==> src/rtl/cpu_pkg.sv <==
// Shared definitions for the bit-serial execution stage: datapath width,
// register-file size, instruction field positions, opcodes and FSM states.
package cpu_pkg;

  localparam int DATA_W    = 8;
  localparam int NUM_REGS  = 4;
  localparam int REG_IDX_W = 2;

  // Field positions inside the 12-bit instr word
  localparam int RD_LSB  = 0;
  localparam int RS_LSB  = 2;
  localparam int IMM_LSB = 4;

  localparam logic [3:0] OP_NOP  = 4'h0;
  localparam logic [3:0] OP_LDI  = 4'h1;
  localparam logic [3:0] OP_ADD  = 4'h2;
  localparam logic [3:0] OP_SUB  = 4'h3;
  localparam logic [3:0] OP_AND  = 4'h4;
  localparam logic [3:0] OP_OR   = 4'h5;
  localparam logic [3:0] OP_XOR  = 4'h6;
  localparam logic [3:0] OP_MOV  = 4'h7;
  localparam logic [3:0] OP_SHL  = 4'h8;
  localparam logic [3:0] OP_SHR  = 4'h9;
  localparam logic [3:0] OP_ADDI = 4'hA;
  localparam logic [3:0] OP_OUT  = 4'hB;

  typedef enum logic [1:0] {
    IDLE = 2'd0,
    EXEC = 2'd1,
    DONE = 2'd2
  } state_t;

  // Opcodes whose final carry lands in flag_c
  function automatic logic op_sets_c(input logic [3:0] op);
    return (op == OP_ADD) || (op == OP_SUB) || (op == OP_ADDI) ||
           (op == OP_SHL) || (op == OP_SHR);
  endfunction

  // Opcodes whose result drives flag_z (LDI through ADDI)
  function automatic logic op_sets_z(input logic [3:0] op);
    return (op >= OP_LDI) && (op <= OP_ADDI);
  endfunction

endpackage

==> src/rtl/bit_serial_alu.sv <==
// One-bit combinational ALU slice. The caller owns the carry and
// previous-bit flops and presents one bit position per cycle, LSB first.
module bit_serial_alu
  import cpu_pkg::*;
(
  input  logic [3:0] opcode,
  input  logic       a,          // rd bit at the current position
  input  logic       b,          // rs bit at the current position
  input  logic       a_next,     // rd bit one position higher (0 past the MSB)
  input  logic       imm_bit,
  input  logic       carry_in,
  input  logic       prev_bit,   // rd bit one position lower (0 at the LSB)
  output logic       result,
  output logic       carry_out
);

  // Per-opcode bit function; unlisted opcodes pass rd through unchanged
  always_comb begin
    result    = a;
    carry_out = carry_in;
    case (opcode)
      OP_LDI: result = imm_bit;
      OP_ADD: begin
        result    = a ^ b ^ carry_in;
        carry_out = (a & b) | (a & carry_in) | (b & carry_in);
      end
      OP_SUB: begin
        // a + ~b + 1: the carry flop is preset to 1 at accept
        result    = a ^ ~b ^ carry_in;
        carry_out = (a & ~b) | (a & carry_in) | (~b & carry_in);
      end
      OP_AND: result = a & b;
      OP_OR:  result = a | b;
      OP_XOR: result = a ^ b;
      OP_MOV: result = b;
      OP_SHL: begin
        // On the last bit, a is the original MSB, which becomes the carry
        result    = prev_bit;
        carry_out = a;
      end
      // Carry was preset to the original LSB at accept and just rides along
      OP_SHR: result = a_next;
      OP_ADDI: begin
        result    = a ^ imm_bit ^ carry_in;
        carry_out = (a & imm_bit) | (a & carry_in) | (imm_bit & carry_in);
      end
      default: begin
        result    = a;
        carry_out = carry_in;
      end
    endcase
  end

endmodule

==> src/rtl/bit_serial_exec.sv <==
// Bit-serial execution stage: accepts one 16-bit instruction from the
// loader, executes it LSB first over DATA_W cycles against a rotating
// register file, then retires it with a one-cycle done pulse.
module bit_serial_exec
  import cpu_pkg::*;
(
  input  logic              clk,
  input  logic              rst_n,
  input  logic              instr_valid,
  input  logic [3:0]        opcode,
  input  logic [11:0]       instr,
  output logic              busy,
  output logic              done,
  output logic              drop_err,
  output logic [DATA_W-1:0] out,
  output logic              flag_c,
  output logic              flag_z
);

  localparam int CNT_W = $clog2(DATA_W);

  state_t                 state_reg;
  logic [3:0]             op_reg;
  logic [REG_IDX_W-1:0]   rd_reg;
  logic [REG_IDX_W-1:0]   rs_reg;
  logic [DATA_W-1:0]      imm_reg;
  logic [CNT_W-1:0]       bitcnt_reg;
  logic                   carry_reg;
  logic                   prev_reg;
  logic                   zacc_reg;

  logic [NUM_REGS-1:0][DATA_W-1:0] regs_q;

  logic [DATA_W-1:0]    rd_val;
  logic [DATA_W-1:0]    rs_val;
  logic                 exec_step;
  logic                 last_bit;
  logic                 alu_a_next;
  logic                 alu_res;
  logic                 alu_cout;
  logic                 carry_init;
  logic [REG_IDX_W-1:0] rd_in;

  assign rd_val     = regs_q[rd_reg];
  assign rs_val     = regs_q[rs_reg];
  assign exec_step  = (state_reg == EXEC);
  assign last_bit   = (bitcnt_reg == CNT_W'(DATA_W - 1));
  assign alu_a_next = last_bit ? 1'b0 : rd_val[1];
  assign rd_in      = instr[RD_LSB +: REG_IDX_W];

  // Carry preset at accept: SUB needs the +1, SHR captures the original LSB
  always_comb begin
    carry_init = 1'b0;
    if (opcode == OP_SUB)
      carry_init = 1'b1;
    else if (opcode == OP_SHR)
      carry_init = regs_q[rd_in][0];
  end

  bit_serial_alu u_alu (
    .opcode    (op_reg),
    .a         (rd_val[0]),
    .b         (rs_val[0]),
    .a_next    (alu_a_next),
    .imm_bit   (imm_reg[bitcnt_reg]),
    .carry_in  (carry_reg),
    .prev_bit  (prev_reg),
    .result    (alu_res),
    .carry_out (alu_cout)
  );

  // Register file: rd takes the result bit at the top, rs rotates on its own
  // bit, and rd winning means an rd==rs register rotates only once.
  for (genvar gi = 0; gi < NUM_REGS; gi++) begin : g_reg
    // One shift register per architectural register
    always_ff @(posedge clk or negedge rst_n) begin
      if (!rst_n) begin
        regs_q[gi] <= '0;
      end else if (exec_step) begin
        if (rd_reg == REG_IDX_W'(gi))
          regs_q[gi] <= {alu_res, regs_q[gi][DATA_W-1:1]};
        else if (rs_reg == REG_IDX_W'(gi))
          regs_q[gi] <= {regs_q[gi][0], regs_q[gi][DATA_W-1:1]};
      end
    end
  end

  // Control FSM with serial carry/zero state and all registered outputs
  always_ff @(posedge clk or negedge rst_n) begin
    if (!rst_n) begin
      state_reg  <= IDLE;
      op_reg     <= OP_NOP;
      rd_reg     <= '0;
      rs_reg     <= '0;
      imm_reg    <= '0;
      bitcnt_reg <= '0;
      carry_reg  <= 1'b0;
      prev_reg   <= 1'b0;
      zacc_reg   <= 1'b0;
      busy       <= 1'b0;
      done       <= 1'b0;
      drop_err   <= 1'b0;
      out        <= '0;
      flag_c     <= 1'b0;
      flag_z     <= 1'b0;
    end else begin
      done <= 1'b0;
      if (instr_valid && (state_reg != IDLE))
        drop_err <= 1'b1;

      case (state_reg)
        IDLE: begin
          if (instr_valid) begin
            state_reg  <= EXEC;
            busy       <= 1'b1;
            op_reg     <= opcode;
            rd_reg     <= rd_in;
            rs_reg     <= instr[RS_LSB +: REG_IDX_W];
            imm_reg    <= instr[IMM_LSB +: DATA_W];
            bitcnt_reg <= '0;
            carry_reg  <= carry_init;
            prev_reg   <= 1'b0;
            zacc_reg   <= 1'b0;
          end
        end

        EXEC: begin
          carry_reg  <= alu_cout;
          prev_reg   <= rd_val[0];
          zacc_reg   <= zacc_reg | alu_res;
          bitcnt_reg <= bitcnt_reg + CNT_W'(1);
          if (last_bit) begin
            state_reg <= DONE;
            done      <= 1'b1;
            if (op_sets_c(op_reg))
              flag_c <= alu_cout;
            if (op_sets_z(op_reg))
              flag_z <= ~(zacc_reg | alu_res);
            // rd has made DATA_W-1 rotations; one more restores its value
            if (op_reg == OP_OUT)
              out <= {alu_res, rd_val[DATA_W-1:1]};
          end
        end

        DONE: begin
          state_reg <= IDLE;
          busy      <= 1'b0;
        end

        default: begin
          state_reg <= IDLE;
          busy      <= 1'b0;
        end
      endcase
    end
  end

endmodule
==> config.mk <==
export PLATFORM = sky130hd
export DESIGN_NAME = bit_serial_exec
export DESIGN_NICKNAME = d
export VERILOG_FILES = /design/src/rtl/cpu_pkg.sv /design/src/rtl/bit_serial_alu.sv /design/src/rtl/bit_serial_exec.sv
export SDC_FILE = /design/constraint.sdc
export NUM_CORES = 1
export LEC_CHECK = 0
export CAP_MARGIN = 40
export CORE_MARGIN = 1
export CORE_UTILIZATION = 35
export CTS_CLUSTER_SIZE = 25
export DETAILED_ROUTE_END_ITERATION = 6
export PLACE_DENSITY = 0.5
export SLEW_MARGIN = 20
export SYNTH_ARGS = -nofsm -noshare
export SYNTH_HDL_FRONTEND = slang
export SYNTH_HIERARCHICAL = 1
export SYNTH_SLANG_ARGS = --single-unit
==> constraint.sdc <==
create_clock -name clk -period 3.5 [get_ports clk]
set_input_delay 0.7 -clock clk [delete_from_list [all_inputs] [get_ports clk]]
set_output_delay 0.7 -clock clk [all_outputs]
set_load 0.01 [all_outputs]
# After elaboration in Yosys (flattened, before gate mapping)

Index checks and enable logic that the tools add are counted.

Input port bits: 19
Bits in registers: 69
Word-level logic and storage cells: 134

$add $sub $neg: 1
$lt $le $gt $ge: 6
Bitwise logic cells: 24
Muxes and demuxes: 35
Eq/ne operators: 23
Reductions and logical operators: 26

Operators with widths:

| operator           | number |
|---|---|
| $mux 8             | 9 |
| $bmux 8 s2         | 3 |
| $eq 4x4->1 const B | 5 |
| $eq 4x3->1 const B | 4 |
| $reduce_and 2->1   | 8 |
| $eq 4x2->1 const B | 3 |
| $reduce_bool 2->1  | 6 |
| $mux 1             | 11 |
| $pmux 1 s10        | 1 |
| $lt 2x3->1 const B | 3 |
| $reduce_and 3->1   | 3 |
| $eq 2x2->1 const B | 4 |
| $or 1x1->1         | 8 |
| $pmux 1 s2         | 4 |
| $and 1x1->1        | 7 |
| $eq 2x1->1 const B | 3 |
| $logic_not 2->1    | 3 |
| $pmux 3 s2         | 1 |
| $xor 1x1->1        | 6 |
| $eq 4x1->1 const B | 1 |
| $ge 4x1->1 const B | 1 |
| $le 4x4->1 const B | 1 |
| $logic_or 1x1->1   | 4 |
| $lt 3x4->1 const B | 1 |
| other kinds (11)   | 15 |

# Depth between registers and ports, before layout

Gate-level depths: netlist (run 1).

Depth after elaboration: 8
Depth in mapped cells: 10
Gate-level depth less buffers: 10

# Modules after synthesis

Netlist (run 1), hierarchy kept.

Modules (own cells, without submodules):

| module          | cells each | instances | area an instance (µm²) |
|---|---|---|---|
| bit_serial_exec | 203        | 1         | 3148.0 |
| bit_serial_alu  | 53         | 1         | 356.6 |

# Worst setup path before layout (run 1)

Ideal clock, no wire load.

Kind: reg2reg
Start point: register rd_reg[0]
End point: register flag_z
Path buffers: 0
Data arrival time: 2.615 ns
Library setup time: 0.125 ns
Stages on the path, launching flop included: 9
Setup slack: 0.760 ns
Period minus slack after synthesis: 2.740 ns
Path through: dfrtp_1 > mux4_1 > inv_1 > ha_1 > xnor2_1 > or4_1 > a41oi_2 > nor2_1 > mux2_2

Word-level cells in the longest chain between the ends: 7
Elaborated cells on any way between the ends: 14
Those cells by class: mux: 4; bitwise: 10

Ends and longest elaborated chain:

| what                                  | RTL line                                                         | source |
|---|---|---|
| start: declaration                    | bit_serial_exec.sv:24                                            | `logic [REG_IDX_W-1:0] rd_reg;` |
| start signal: assignment              | bit_serial_exec.sv:117                                           | `rd_reg <= rd_in;` |
| $bmux 8 s2 (*)                        | bit_serial_exec.sv:44                                            | `assign rd_val = regs_q[rd_reg];` |
| $mux 8 (implied by the code) (*)      | bit_serial_exec.sv:44                                            |  |
| net rd_val[0]                         | bit_serial_exec.sv:34                                            | `logic [DATA_W-1:0] rd_val;` |
| $xor 1x1->1, on equally long branches | n/a                                                              |  |
| $xor 1x1->1, on equally long branches | bit_serial_alu.sv:44, bit_serial_alu.sv:24, bit_serial_alu.sv:29 |  |
| $pmux 1 s10 (*)                       | bit_serial_alu.sv:21                                             | `case (opcode)` |
| net alu_res                           | bit_serial_exec.sv:39                                            | `logic alu_res;` |
| $or 1x1->1 (*)                        | bit_serial_exec.sv:138                                           | `flag_z <= ~(zacc_reg \| alu_res);` |
| $not 1->1 (*)                         | bit_serial_exec.sv:138                                           |  |
| end signal: assignment                | bit_serial_exec.sv:138                                           |  |
| end: declaration                      | bit_serial_exec.sv:17                                            | `output logic flag_z` |

Mark *: on every way through the listed nets, which the timed path passes. The rest lies on a longest branch. The select of a mux whose other input is x is not followed.
A chain may end at the register's enable or synchronous reset.

# Final worst setup path (run 1)

Start point: register rd_reg[0]
End point: register regs_q[15] in the netlist's numbering

Elaborated cells on any way between the ends: 16
Those cells by class: eq/ne: 1; mux: 5; bitwise: 8; reduce/logical: 2

RTL lines:

| what                           | RTL line              | source |
|---|---|---|
| $bmux 8 s2                     | bit_serial_exec.sv:44 |  |
| $mux 8 (implied by the code)   | bit_serial_exec.sv:44 |  |
| $mux 1                         | bit_serial_exec.sv:48 | `assign alu_a_next = last_bit ? 1'b0 : rd_val[1];` |
| net alu_a_next                 | bit_serial_exec.sv:38 | `logic alu_a_next;` |
| $pmux 1 s10                    | bit_serial_alu.sv:21  |  |
| net alu_res                    | bit_serial_exec.sv:39 |  |
| $mux 8                         | bit_serial_exec.sv:80 | `if (rd_reg == REG_IDX_W'(gi))` |
| end signal: indexed assignment | bit_serial_exec.sv:81 | `regs_q[gi] <= {alu_res, regs_q[gi][DATA_W-1:1]};` |
| end signal: indexed assignment | bit_serial_exec.sv:83 | `regs_q[gi] <= {regs_q[gi][0], regs_q[gi][DATA_W-1:1]};` |
| end: declaration               | bit_serial_exec.sv:32 | `logic [NUM_REGS-1:0][DATA_W-1:0] regs_q;` |

The timed path passes the listed nets, and every way through them passes these cells. The select of a mux whose other input is x is not followed.

==> flow_metrics.py, run 1 <==
metrics = {
    "clock_network": {
        "clock_path_buffers": 2,
        "numCtsBuffers": 9,
        "cts.root.buffer_cell": "sky130_fd_sc_hd__clkbuf_8",
        "ctsResizeCount": 0,
        "cts_h_tree_depth": 3,
        "cts.sink_count": 69,
        "clk-insertion-delay-late_ns": 0.34,
        "cts.clk_slew.worst_paths_ns": 0.08,
        "cts_post_setup_buffers_inserted": 0,
        "post_cts_hold_buffer_count": 0,
        "tritoncts": "built",
    },
    "grt": {
        "grt_pass1_vias": 2158,
        "grt_max_degree": 40,
        "first_pass_grt_wire_length_microns": 11600,
        "gr-usage-all-layers": 0.150,
        "gr-total-overflow": 0,
        "number_of_antenna_violations_at_the_first_check_in_global_routing": 0,
    },
    "setup_path": {
        "worst_path_max_delay_cell": "sky130_fd_sc_hd__mux4_1",
        "register_to_register_setup_slack_ns": 0.46,
        "worst_setup_path_end_kind": "register",
        "path_cells": "buf_4 > mux4_1 > and2_1 > mux2_1 > o211ai_1 > o2bb2ai_1 > a41oi_2 > mux2_2 > mux2_2",
        "reg_to_reg_start": "rd_reg[0]$_DFFE_PN0P_",
        "critical-path-top-cell-by-count": "sky130_fd_sc_hd__mux2_2",
        "critical-path-max-stage-delay_ns": 0.65,
        "critPathRequiredTime_ns": 3.72,
        "worst_setup_start_kind": "register",
        "critical_path.reg2reg.endpoint": "regs_q[15]$_DFFE_PN0P_",
        "class_of_the_most_critical_setup_path": "register to register",
        "cp_data_arrival_time_ns": 3.26,
        "rr_worst_depth": 9,
        "critical_path_peak_fanout": 13,
    },
    "status": {
        "outcome": "finished, final reports clean",
    },
    "yosys": {
        "yosysTopAreaCell": "sky130_fd_sc_hd__dfrtp_1",
        "synth_nets": 280,
        "synth_enable_flop_cells": 0,
        "gate_count_post_synth": 256,
        "synth_top_area_share": 0.493,
        "ys_seq_area_frac": 0.493,
        "synth.cell_area_sq_um": 3500,
        "ys_top_cells_by_count": "sky130_fd_sc_hd__dfrtp_1 (69), sky130_fd_sc_hd__mux2_2 (61), sky130_fd_sc_hd__mux4_2 (10), sky130_fd_sc_hd__a21oi_1 (9), sky130_fd_sc_hd__inv_1 (9)",
        "ys.warnings.count": 6,
        "ys.flop_type": "sky130_fd_sc_hd__dfrtp_1",
        "synth.top_cells.by_area": "sky130_fd_sc_hd__dfrtp_1 (49%), sky130_fd_sc_hd__mux2_2 (20%), sky130_fd_sc_hd__mux4_2 (6.4%), sky130_fd_sc_hd__ha_1 (1.8%), sky130_fd_sc_hd__mux4_1 (1.5%)",
        "syn_area_per_cell_sq_um": 13.7,
        "synth_cell_types": 52,
        "yosysMostFrequentCell": "sky130_fd_sc_hd__dfrtp_1",
        "synth-async-reset-ratio": 1.00,
        "synth-seq-cells": 69,
    },
    "place": {
        "port_buffers": 31,
        "gpl.final_weighted_congestion": 0.792,
        "hpwlAfterDp_microns": 5130,
    },
    "pwr": {
        "power_per_cell_area_nw_per_um2": 955,
        "p_leak_nw": 1.84,
        "power.ir.vdd_worst_v": 0.000290,
    },
    "floorplanning": {
        "placement_rows": 36,
        "pin_count": 32,
        "start_util": 0.360,
        "die_w_microns": 102,
        "core_area_sq_um": 9730,
        "die_y_microns": 102,
        "die_area_sq_um": 10400,
    },
    "timing": {
        "count_of_endpoints_failing_setup_in_the_final_report": 0,
        "achievable-frequency_ghz": 0.329,
        "slew_viol_final": 0,
        "total_negative_slack_for_setup_checks_ns": 0,
        "finalHoldWorstSlack_ns": 0.159,
        "finalCritPeriodShare": 0.870,
        "grt_setup_unrepaired": "false",
        "timing_worst_slew_pin_value_ns": 0.618,
        "fin_crit_ns": 3.04,
        "headroom_to_the_max_slew_limit": 0.588,
        "final-hold-violation-count": 0,
        "finClkSkew_ns": 0.0124,
    },
    "layout": {
        "drive_above_1_share": 0.353,
        "area_growth_pct": 21.1,
        "n_antenna_cell": 0,
        "final_nets": 319,
        "largest_register_ffs": 32,
    },
    "routing": {
        "post_drt_via_cell_ratio": 5.07,
        "routedWlPerCell_microns": 16.4,
        "drt-pass1-iter-count": 4,
        "drt_iter0_drc": 83,
        "residual_drc": 0,
        "postRouteAntennaNets": 0,
        "postRouteWirelength_microns": 7080,
        "num_vias": 2197,
    },
    "worst_hold_path": {
        "timing.hold.worst.class": "primary input to async pin",
    },
    "flow_run": {
        "max_cap_violations": 0,
    },
}
[layer usage]
| layer | up-vias | global-route usage | part of all wire |
|---|---|---|---|
| met5 | - | 0 | 0 |
| met3 | 13 | 0.0328 | 0.031 |
| met1 | 1099 | 0.218 | 0.51 |
| met4 | 0 | 0.0582 | 0.019 |
| met2 | 53 | 0.218 | 0.44 |
| li1 | 1032 | - | - |
[stage by stage]
step           cells  setup slack, ns  area, sq um  total power, W   util
5_1_grt          433            0.325         4240         0.00433  0.436
6_report         433            0.457         4240         0.00405  0.436
2_1_floorplan    256            0.760         3500         0.00279      -
3_3_place_gp     416            0.507         3980         0.00326  0.409
4_1_cts          432            0.437         4220         0.00409  0.434
3_5_place_dp     416            0.473         3980         0.00326  0.409
[cells in the final DEF, fill, tap and decap left out, types with 4 or more instances in the layout]
| cell type | synthesis | layout |
|---|---|---|
| sky130_fd_sc_hd__a21o_1 | 4 | 4 |
| sky130_fd_sc_hd__a21oi_1 | 9 | 9 |
| sky130_fd_sc_hd__buf_4 | 4 | 5 |
| sky130_fd_sc_hd__clkbuf_8 | 0 | 10 |
| sky130_fd_sc_hd__clkdlybuf4s50_1 | 0 | 30 |
| sky130_fd_sc_hd__dfrtp_1 | 69 | 69 |
| sky130_fd_sc_hd__ha_1 | 5 | 5 |
| sky130_fd_sc_hd__inv_1 | 9 | 9 |
| sky130_fd_sc_hd__mux2_2 | 61 | 61 |
| sky130_fd_sc_hd__mux4_2 | 10 | 10 |
| sky130_fd_sc_hd__nand2b_1 | 5 | 5 |
| sky130_fd_sc_hd__nor2_1 | 7 | 7 |
| sky130_fd_sc_hd__nor2b_1 | 7 | 7 |
| sky130_fd_sc_hd__o21ai_0 | 6 | 6 |
| sky130_fd_sc_hd__o21ai_1 | 5 | 5 |
[kinds of logic (layout without fill, tap and decap cells)]
family	Yosys count	after routing	share of synthesized area
simple gates	40	40	0.0753
flops	69	69	0.493
xor+xnor	2	2	0.00500
buf+inv	20	64	0.0286
mux	77	77	0.287
fa+ha+maj	5	5	0.0179
compound gates	43	43	0.0935
[power breakdown]
part	internal (W)	switching [W]	leakage, nW	total, W
registers	0.00111	0.000356	0.870	0.00147
logic	0.000990	0.000781	0.847	0.00177
clock network	0.000496	0.000316	0.120	0.000812
total	0.00260	0.00145	1.84	0.00405
[cell type report]
type	instances	area (sq um)
tap	133	166
fill	915	5490
multi-input combinational	167	1680
inverter	10	37.5
sequential	69	1730
clock buffer	11	141
clock inverter	5	106
timing repair buffer	38	383
[worst max-delay path by stage]
stage                                   endpoint  slack (ns)  depth (start not counted)                   from
after detailed placement  regs_q[15]$_DFFE_PN0P_        0.47                          9  rd_reg[0]$_DFFE_PN0P_
after global routing      regs_q[23]$_DFFE_PN0P_        0.32                          9  rd_reg[0]$_DFFE_PN0P_
after global placement    regs_q[23]$_DFFE_PN0P_        0.51                          9  rd_reg[0]$_DFFE_PN0P_
after CTS                 regs_q[15]$_DFFE_PN0P_        0.44                          9  rd_reg[0]$_DFFE_PN0P_
after floorplan               flag_z$_DFFE_PN0P_        0.76                          8  rd_reg[0]$_DFFE_PN0P_
final                     regs_q[15]$_DFFE_PN0P_        0.46                          9  rd_reg[0]$_DFFE_PN0P_
[critical path: cells and delay by family, from the launching register on]
family / cells / cell delay [ns]
AO/OA/AOI/OAI: 3 / 0.57
buffers and inverters: 1 / 0.25
AND/OR/NAND/NOR: 1 / 0.19
flip-flops: 1 / 0.36
multiplexers: 4 / 1.55
Note: power is estimated with default switching activity, not from simulation.
==> run 2, diff against run 1 <==
Settings changed: CTS_CLUSTER_DIAMETER from default to 80.
Clock period 3.5 ns to 3.88 ns, I/O delays scaled along.
==> run 2 against run 1 <==
  * Count of clock-buffer cells in the layout is the same
  * Critical path depth fell by 1
  * Die area stayed put
  * Utilization is 0.62 points lower
  * Critical path type unchanged
  * Maximum frequency barely moved
  * Cell area down 1.4%
  * Clock power fell by 26%
  * Flip-flop and latch count stayed put
  * Total power shrank 13%
  * Worst setup slack better by 0.38 ns
  * Hold slack improved by 0.20 ns
==> flow_metrics.py, run 2 (synthesis results as in run 1) <==
metrics = {
    "clock_network": {
        "numCtsBuffers": 9,
        "post_cts_hold_buffer_count": 0,
        "tritoncts": "built",
        "cts_h_tree_depth": 3,
        "cts.root.buffer_cell": "sky130_fd_sc_hd__clkbuf_8",
        "cts.sink_count": 69,
        "clock_path_buffers": 2,
        "clk-insertion-delay-late_ns": 0.35,
        "ctsResizeCount": 0,
        "cts.clk_slew.worst_paths_ns": 0.08,
        "cts_post_setup_buffers_inserted": 0,
    },
    "pwr": {
        "clockPowerShare": 0.171,
        "power.sequential.fraction": 0.377,
        "p_int_w": 0.00221,
        "power.switching_fraction": 0.374,
        "netSwitchingPower_w": 0.00132,
        "combPwrFrac": 0.453,
        "power_per_cell_area_nw_per_um2": 844,
        "p_leak_nw": 1.81,
        "power.ir.vdd_worst_v": 0.000230,
    },
    "layout": {
        "n_antenna_cell": 0,
        "largest_register_ffs": 32,
        "layout.cells.most_common": "sky130_fd_sc_hd__dfrtp_1",
        "layout_common_cells": "sky130_fd_sc_hd__dfrtp_1 (69), sky130_fd_sc_hd__mux2_2 (61), sky130_fd_sc_hd__clkdlybuf4s50_1 (30), sky130_fd_sc_hd__mux4_2 (10), sky130_fd_sc_hd__clkbuf_8 (10)",
        "area_growth_pct": 19.4,
        "final_nets": 319,
        "drive_above_1_share": 0.353,
    },
    "routing": {
        "postRouteWirelength_microns": 7260,
        "num_vias": 2258,
        "residual_drc": 0,
        "routedWlPerCell_microns": 16.8,
        "drt_iter0_drc": 59,
        "drt-pass1-iter-count": 4,
        "postRouteAntennaNets": 0,
        "post_drt_via_cell_ratio": 5.21,
    },
    "place": {
        "port_buffers": 31,
        "hpwlAfterDp_microns": 5210,
        "gpl.final_weighted_congestion": 0.839,
    },
    "setup_path": {
        "worst_setup_start_kind": "register",
        "critPathRequiredTime_ns": 4.11,
        "rr_worst_depth": 8,
        "register_to_register_setup_slack_ns": 0.83,
        "cp_data_arrival_time_ns": 3.28,
        "worst_setup_path_end_kind": "register",
        "critical_path.reg2reg.endpoint": "flag_z$_DFFE_PN0P_",
        "class_of_the_most_critical_setup_path": "register to register",
        "reg_to_reg_start": "regs_q[8]$_DFFE_PN0P_",
        "critical_path_peak_fanout": 7,
    },
    "timing": {
        "count_of_endpoints_failing_setup_in_the_final_report": 0,
        "finalCritPeriodShare": 0.785,
        "final-hold-violation-count": 0,
        "finalHoldWorstSlack_ns": 0.356,
        "fin_crit_ns": 3.05,
        "grt_setup_unrepaired": "false",
        "total_negative_slack_for_setup_checks_ns": 0,
        "achievable-frequency_ghz": 0.328,
        "slew_viol_final": 0,
        "headroom_to_the_max_slew_limit": 0.516,
        "timing_worst_slew_pin_value_ns": 0.723,
        "finClkSkew_ns": 0.0101,
    },
    "grt": {
        "grt_max_degree": 32,
        "gr-usage-all-layers": 0.157,
        "globalRoute.busiestLayer": "met2",
        "gr-usage-met3": 0.0390,
        "global_route.usage.met1": 0.225,
        "first_pass_grt_wire_length_microns": 12000,
        "number_of_antenna_violations_at_the_first_check_in_global_routing": 0,
        "globalRouteMet2Util": 0.226,
        "gr-total-overflow": 0,
        "grt_pass1_vias": 2272,
    },
    "floorplanning": {
        "start_util": 0.360,
        "core_area_sq_um": 9730,
        "pin_count": 32,
        "die_y_microns": 102,
        "die_w_microns": 102,
        "die_area_sq_um": 10400,
        "placement_rows": 36,
    },
    "status": {
        "outcome": "finished, final reports clean",
    },
    "flow_run": {
        "max_cap_violations": 0,
    },
    "worst_hold_path": {
        "timing.hold.worst.class": "primary input to async pin",
    },
}
==> run 2: changes by cell type in the layout (fill, tap and decap cells not counted) <==
cell / change
sky130_fd_sc_hd__buf_4: +1
sky130_fd_sc_hd__buf_12: -1
sky130_fd_sc_hd__bufinv_16: -2
sky130_fd_sc_hd__clkinv_2: +1
sky130_fd_sc_hd__clkinvlp_4: +1
==> run 2: how the worst max path moves through the flow <==
| stage | from | to | slack (ns) | cells past startpoint |
|---|---|---|---|---|
| 2_1_floorplan | rd_reg[0]$_DFFE_PN0P_ | flag_z$_DFFE_PN0P_ | 1.14 | 8 |
| 3_3_place_gp | regs_q[8]$_DFFE_PN0P_ | flag_z$_DFFE_PN0P_ | 0.92 | 8 |
| 3_5_place_dp | regs_q[8]$_DFFE_PN0P_ | flag_z$_DFFE_PN0P_ | 0.89 | 8 |
| 4_1_cts | regs_q[8]$_DFFE_PN0P_ | flag_z$_DFFE_PN0P_ | 0.88 | 8 |
| 5_1_grt | regs_q[16]$_DFFE_PN0P_ | flag_z$_DFFE_PN0P_ | 0.72 | 8 |
| 6_report | regs_q[8]$_DFFE_PN0P_ | flag_z$_DFFE_PN0P_ | 0.83 | 8 |
==> run 2: power groups by stage <==
stage,sequential [W],combinational [W],clock (W)
after global placement,0.00135,0.00158,0
after floorplan,0.00121,0.00130,0
after global routing,0.00138,0.00175,0.000659
after CTS,0.00133,0.00161,0.000621
final,0.00133,0.00160,0.000602
after detailed placement,0.00135,0.00160,0
==> run 2: critical path, stage by stage, from the launching register on <==
cell and delay (ns):
sky130_fd_sc_hd__dfrtp_1 0.42, sky130_fd_sc_hd__mux4_1 0.69, sky130_fd_sc_hd__inv_1 0.17, sky130_fd_sc_hd__ha_1 0.27, sky130_fd_sc_hd__xnor2_1 0.13, sky130_fd_sc_hd__or4_1 0.43
sky130_fd_sc_hd__a41oi_2 0.45, sky130_fd_sc_hd__nor2_1 0.09, sky130_fd_sc_hd__mux2_2 0.27
==> run 2: per-layer routing <==
metal | up-vias | wire, microns
met5 | - | 0
met4 | 0 | 146
met3 | 13 | 318
met2 | 55 | 3230
met1 | 1158 | 3570
li1 | 1032 | -
==> run 2: layout make-up <==
type	count	area, sq um
Multi-Input combinational cell	167	1680
Clock inverter	5	58.8
Inverter	10	37.5
Clock buffer	11	141
Fill cell	960	5550
Timing Repair Buffer	38	370
Sequential cell	69	1730
Tap cell	133	166
==> run 2: metrics by stage <==
step	instances	utilization	setup slack, ns	cell area [sq um]	power, W
after floorplan	256	-	1.14	3500	0.00251
after global placement	415	0.407	0.918	3960	0.00293
after detailed placement	416	0.407	0.890	3960	0.00295
after CTS	432	0.428	0.880	4160	0.00356
after global routing	433	0.430	0.718	4180	0.00379
final	433	0.430	0.835	4180	0.00353
